`config.mk`:
```
export PLATFORM = sky130hd
export DESIGN_NAME = alu_ctrl
export DESIGN_NICKNAME = d
export VERILOG_FILES = /design/src/rtl/chip8_pkg.sv /design/src/rtl/alu_ctrl.sv
export SDC_FILE = /design/constraint.sdc
export NUM_CORES = 1
export LEC_CHECK = 0
export ABC_CLOCK_PERIOD_IN_PS = 1600
export BUFFER_PORTS_ARGS = -buffer_cell sky130_fd_sc_hd__buf_2
export CORE_UTILIZATION = 39
export DETAILED_ROUTE_END_ITERATION = 6
export GPL_ROUTABILITY_DRIVEN = 0
export MAX_ROUTING_LAYER = met4
export PLACE_DENSITY = 0.75
export SLEW_MARGIN = 10
export SYNTH_ARGS = -nofsm -noshare
export SYNTH_HDL_FRONTEND = slang
export SYNTH_SLANG_ARGS = --single-unit
```
`constraint.sdc`:
```
create_clock -name clk -period 1.6 [get_ports clk]
set_input_delay 0.16 -clock clk [delete_from_list [all_inputs] [get_ports clk]]
set_output_delay 0.16 -clock clk [all_outputs]
set_load 0.03 [all_outputs]
```
`src/rtl/chip8_pkg.sv`:
```
// ============================================================================
// Module      : chip8_pkg
// Description : Shared CHIP-8 ALU sequencing types, opcodes and decode helpers.
// Revision    : 1.0 - initial release
// ============================================================================
`default_nettype none

package chip8_pkg;

    typedef enum logic [2:0] {
        ST_IDLE = 3'd0,
        ST_READ = 3'd1,
        ST_EXEC = 3'd2,
        ST_WB_X = 3'd3,
        ST_WB_Y = 3'd4,
        ST_WB_F = 3'd5
    } ctrl_state_t;

    localparam logic [3:0] c_ALU_ASSIGN      = 4'h0;
    localparam logic [3:0] c_ALU_OR          = 4'h1;
    localparam logic [3:0] c_ALU_AND         = 4'h2;
    localparam logic [3:0] c_ALU_XOR         = 4'h3;
    localparam logic [3:0] c_ALU_ADD         = 4'h4;
    localparam logic [3:0] c_ALU_SUB         = 4'h5;
    localparam logic [3:0] c_ALU_SHR         = 4'h6;
    localparam logic [3:0] c_ALU_SUBN        = 4'h7;
    localparam logic [3:0] c_ALU_SHL         = 4'hE;

    localparam logic [3:0] c_VF_IDX          = 4'hF;
    localparam logic [3:0] c_INSTR_ALU_CLASS = 4'h8;

    function automatic logic is_legal_alu_instr(input logic [15:0] instr);
        logic [3:0] n;
        n = instr[3:0];
        return (instr[15:12] == c_INSTR_ALU_CLASS) &&
               ((n <= c_ALU_SUBN) || (n == c_ALU_SHL));
    endfunction

    // Shifts write the shifted value back into Y as well as X.
    function automatic logic needs_wb_y(input logic [3:0] n);
        return (n == c_ALU_SHR) || (n == c_ALU_SHL);
    endfunction

    function automatic logic needs_wb_f(input logic [3:0] n);
        return (n == c_ALU_ADD) || (n == c_ALU_SUB) || (n == c_ALU_SHR) ||
               (n == c_ALU_SUBN) || (n == c_ALU_SHL);
    endfunction

endpackage

`default_nettype wire

```
`src/rtl/alu_ctrl.sv`:
```
// ============================================================================
// Module      : alu_ctrl
// Description : Sequencer for CHIP-8 0x8XYN instructions: reads Vx/Vy, drives
//               the external ALU and writes back X, Y and VF in order.
//               Build option: ALU_CTRL_VF_RESET_EN (logic ops also clear VF).
// Revision    : 1.0 - initial release
// ============================================================================
`default_nettype none

module alu_ctrl
    import chip8_pkg::*;
(
    input  logic        clk,
    input  logic        rst,
    input  logic        start,
    input  logic [15:0] instr,
    output logic [3:0]  rf_raddr_x,
    output logic [3:0]  rf_raddr_y,
    input  logic [7:0]  rf_rdata_x,
    input  logic [7:0]  rf_rdata_y,
    output logic        rf_we,
    output logic [3:0]  rf_waddr,
    output logic [7:0]  rf_wdata,
    output logic [7:0]  alu_op1,
    output logic [7:0]  alu_op2,
    output logic [3:0]  alu_opcode,
    input  logic [7:0]  alu_out,
    input  logic        alu_carry,
    input  logic        alu_err,
    output logic        busy,
    output logic        done,
    output logic        err
);

    ctrl_state_t r_state;
    ctrl_state_t w_next;

    logic [11:0] r_instr;
    logic [7:0]  r_op1;
    logic [7:0]  r_op2;
    logic        r_flag;
    logic        r_ill_pend;

    logic [3:0]  w_x;
    logic [3:0]  w_y;
    logic [3:0]  w_n;
    logic        w_vf_clear;
    logic        w_need_f;

    assign w_x = r_instr[11:8];
    assign w_y = r_instr[7:4];
    assign w_n = r_instr[3:0];

`ifdef ALU_CTRL_VF_RESET_EN
    assign w_vf_clear = (w_n == c_ALU_OR) || (w_n == c_ALU_AND) || (w_n == c_ALU_XOR);
`else
    assign w_vf_clear = 1'b0;
`endif

    assign w_need_f = needs_wb_f(w_n) || w_vf_clear;

    always_ff @(posedge clk or posedge rst) begin
        if (rst) begin
            r_state    <= ST_IDLE;
            r_instr    <= 12'h000;
            r_op1      <= 8'h00;
            r_op2      <= 8'h00;
            r_flag     <= 1'b0;
            r_ill_pend <= 1'b0;
        end else begin
            r_state    <= w_next;
            r_ill_pend <= 1'b0;
            if (r_state == ST_IDLE && start) begin
                r_instr    <= instr[11:0];
                r_ill_pend <= !is_legal_alu_instr(instr);
            end
            if (r_state == ST_EXEC) begin
                r_op1 <= rf_rdata_x;
                r_op2 <= rf_rdata_y;
            end
            // Flag is frozen here because the ALU output moves on after WB_X.
            if (r_state == ST_WB_X) begin
                r_flag <= w_vf_clear ? 1'b0 : alu_carry;
            end
        end
    end

    always_comb begin
        w_next   = r_state;
        busy     = 1'b0;
        done     = r_ill_pend;
        err      = r_ill_pend;
        rf_we    = 1'b0;
        rf_waddr = 4'h0;
        rf_wdata = 8'h00;
        case (r_state)
            ST_IDLE: begin
                if (start && is_legal_alu_instr(instr)) begin
                    w_next = ST_READ;
                end
            end
            ST_READ: begin
                busy   = 1'b1;
                w_next = ST_EXEC;
            end
            ST_EXEC: begin
                busy   = 1'b1;
                w_next = ST_WB_X;
            end
            ST_WB_X: begin
                busy = 1'b1;
                if (alu_err) begin
                    done   = 1'b1;
                    err    = 1'b1;
                    w_next = ST_IDLE;
                end else begin
                    rf_we    = 1'b1;
                    rf_waddr = w_x;
                    rf_wdata = alu_out;
                    if (needs_wb_y(w_n)) begin
                        w_next = ST_WB_Y;
                    end else if (w_need_f) begin
                        w_next = ST_WB_F;
                    end else begin
                        done   = 1'b1;
                        w_next = ST_IDLE;
                    end
                end
            end
            ST_WB_Y: begin
                busy     = 1'b1;
                rf_we    = 1'b1;
                rf_waddr = w_y;
                rf_wdata = alu_out;
                w_next   = ST_WB_F;
            end
            ST_WB_F: begin
                busy     = 1'b1;
                rf_we    = 1'b1;
                rf_waddr = c_VF_IDX;
                rf_wdata = {7'b0, r_flag};
                done     = 1'b1;
                w_next   = ST_IDLE;
            end
            default: begin
                w_next = ST_IDLE;
            end
        endcase
    end

    assign rf_raddr_x = w_x;
    assign rf_raddr_y = w_y;
    assign alu_op1    = (r_state == ST_EXEC) ? rf_rdata_x : r_op1;
    assign alu_op2    = (r_state == ST_EXEC) ? rf_rdata_y : r_op2;
    assign alu_opcode = w_n;

endmodule

`default_nettype wire
```
==> flow_summary.json <==
{
  "status": "finished, violations left",
  "violations": "setup timing",
  "core_area_um2": 3740,
  "area_delta_synth_final_pct": 75.2,
  "intPower_w": 0.00410,
  "hold_violations": 0,
  "power.share.combinational_pct": 70.1,
  "grt_remaining_overflow": 0,
  "switching_power_w": 0.00296,
  "antennaDiodeCount": 0,
  "power_density_nw_per_um2": 2570,
  "syn-num-nets": 162,
  "grt_pass1_vias": 1448,
  "netlist_area_um2": 1570,
  "final_cell_count_no_fill": 289,
  "synth.distinct_cells": 28,
  "max-vdd-ir-drop_mv": 1.51,
  "pin_count": 89,
  "drt_iter0_drc": 33,
  "period_share_pct": 119,
  "yosysWarnings": 0,
  "synth_edf_count": 0,
  "synthCells": 117,
  "clock_path_buffers": 2,
  "slew_viol_final": 0,
  "end_kind": "output port",
  "clkTransAtPathRegs_ns": 0.06,
  "hold_class": "input pin to register",
  "final_util_pct": 73.3,
  "worstSetupPathType": "register to output port",
  "via_count": 1440,
  "power_leakage_nw": 1.43,
  "clk_latency_ns": 0.28,
  "ant_nets": 0,
  "ys_seq_elements": 33,
  "crit_required_ns": 1.44,
  "drv_cap": 0,
  "cts_made_buffers": 5,
  "p_clk_share_pct": 8.4,
  "setup_violations": 45,
  "start_util_pct": 41.8,
  "num_rows": 22,
  "max_slew_margin_pct": 70.5,
  "grt_pass1_wl_mm": 6.84,
  "nets": 285,
  "start_kind": "register",
  "wl_per_cell_um": 16.4,
  "dieArea_um2": 4270,
  "pre_cts_slack_ns": -0.266,
  "layout_setup_ws_ns": -0.304,
  "finalCriticalPeriod_ns": 1.90,
  "cp.arrival_ns": 1.74,
  "antenna_found_initial": 0,
  "root_buffer": "clkbuf_8",
  "finClkSkew_ns": 0.00485,
  "yosysTopAreaCell": "dfrtp_1",
  "whs_ns": 0.106,
  "synthTopCellsByArea": "dfrtp_1, mux2_2, nor2b_1",
  "wl_mm": 4.74,
  "worst_pin_slew_ns": 0.437,
  "drtPass1Iterations": 4,
  "tritoncts": "done",
  "power_frac_seq_pct": 21.4,
  "die_x_um": 65.4,
  "synth_top_area_share_pct": 52.7,
  "via_per_inst": 4.98,
  "fmax_ghz": 0.525,
  "cts_num_sinks": 33,
  "synth.most_common_cell": "dfrtp_1",
  "synthTopCellsByCount": "dfrtp_1, mux2_2, nor2b_1",
  "h-tree-depth": 2,
  "die_y_um": 65.4,
  "grt.total_usage_pct": 22.5,
  "switching_share_pct": 42.0,
  "crit_fanout": 8,
  "port-buffer-count": 88,
  "fillers": 261,
  "async_reset_ff_share_pct": 100,
  "rsz0062_at_grt": "true",
  "drive_gt1_share_pct": 68.9,
  "drc": 0,
  "grt_max_degree": 34,
  "ys_dominant_reg_cell": "dfrtp_1",
  "synth_seq_area_share_pct": 52.7,
  "synth.avg_cell_area_um2": 13.4,
  "power.total_w": 0.00706,
  "place_inst": 257
}
[layout by cell type, fill, tap and decap left out, drive strengths merged]
cell / instances
a21o: 5
mux2i: 1
nand4bb: 1
nand3: 1
a22o: 5
clkbuf: 8
dfrtp: 33
mux2: 28
buf: 121
o22ai: 1
o21ai: 3
nor2: 3
and3b: 2
a221oi: 1
a221o: 1
nor2b: 9
dlygate4sd3: 1
nand2b: 1
nor4b: 1
and2: 4
xnor2: 1
nor3: 1
nor3b: 2
inv: 3
a32o: 1
nand2: 2
o211ai: 1
[power by group through the flow]
stage / Clock [W] / Sequential [W] / Combinational [W]
finish: 0.000596 / 0.00151 / 0.00495
global route: 0.000661 / 0.00156 / 0.00517
detailed placement: 0 / 0.00149 / 0.00329
CTS: 0.000603 / 0.00149 / 0.00444
global placement: 0 / 0.00147 / 0.00326
floorplan: 0 / 0.00173 / 0.00215
[state kept, by name, summed over array words and instances, names as in the netlist]
name / flops
r_ill_pend: 1
r_state: 3
r_instr: 12
r_op2: 8
r_op1: 8
r_flag: 1
[final cells by class]
class / instances / area [um2] / area share (%)
Clock buffer: 8 / 80.1 / 2.92
Inverter: 3 / 11.3 / 0.410
Multi-Input combinational cell: 75 / 820 / 29.9
Sequential cell: 33 / 827 / 30.1
Tap cell: 48 / 60.1 / 2.19
Timing Repair Buffer: 122 / 946 / 34.5
[cells by family after synthesis]
family | share of synthesized area, %
flip-flops | 52.7
multiplexers | 20.8
AND/OR/NAND/NOR | 12.6
AO/OA/AOI/OAI | 8.87
buffers and inverters | 4.47
XOR/XNOR | 0.559
[timing repair]
item,4_1_cts,5_1_grt
endpoints found under the setup margin,42,43
buffers inserted,13,9
hold buffers,1,0
cloned,2,0
pin swaps,11,10
gates resized for setup,78,37
hold endpoints to repair,33,0
[worst max-delay path, stage by stage, from the launching register on]
cell,delay (ns)
dfrtp_1,0.40
buf_6,0.14
nor3b_4,0.17
buf_6,0.15
buf_12,0.14
mux2_4,0.32
buf_6,0.14
[final timing paths]
kind                       cells past startpoint  slack (ns)        from          to
hold / removal                                 2        0.11    instr[8]  r_instr[8]
hold reg to reg                                1        0.50    r_op1[3]    r_op1[3]
setup / recovery                               6       -0.30  r_state[2]  alu_op1[2]
min in group asynchronous                      4        0.52         rst    r_op2[0]
max in group asynchronous                      4        0.75         rst  r_state[0]
setup reg to reg                               6       -0.11  r_state[0]  r_instr[1]
[per-stage QoR]
stage / TNS, ns / instance area, um2
after global placement: -1.32 / 2100
after detailed placement: -1.99 / 2100
after CTS: -6.96 / 2570
after floorplan: -0.378 / 1570
final: -8.67 / 2740
after global routing: -11.29 / 2740
[metal layers]
layer | global-route usage (%) | wire, um | vias up
met5 | - | 0 | -
met4 | 8.15 | 87 | 0
met1 | 25.6 | 1870 | 724
met2 | 38.4 | 2570 | 45
li1 | - | - | 662
met3 | 5.21 | 207 | 9
Note: power is estimated with default switching activity, not from simulation.
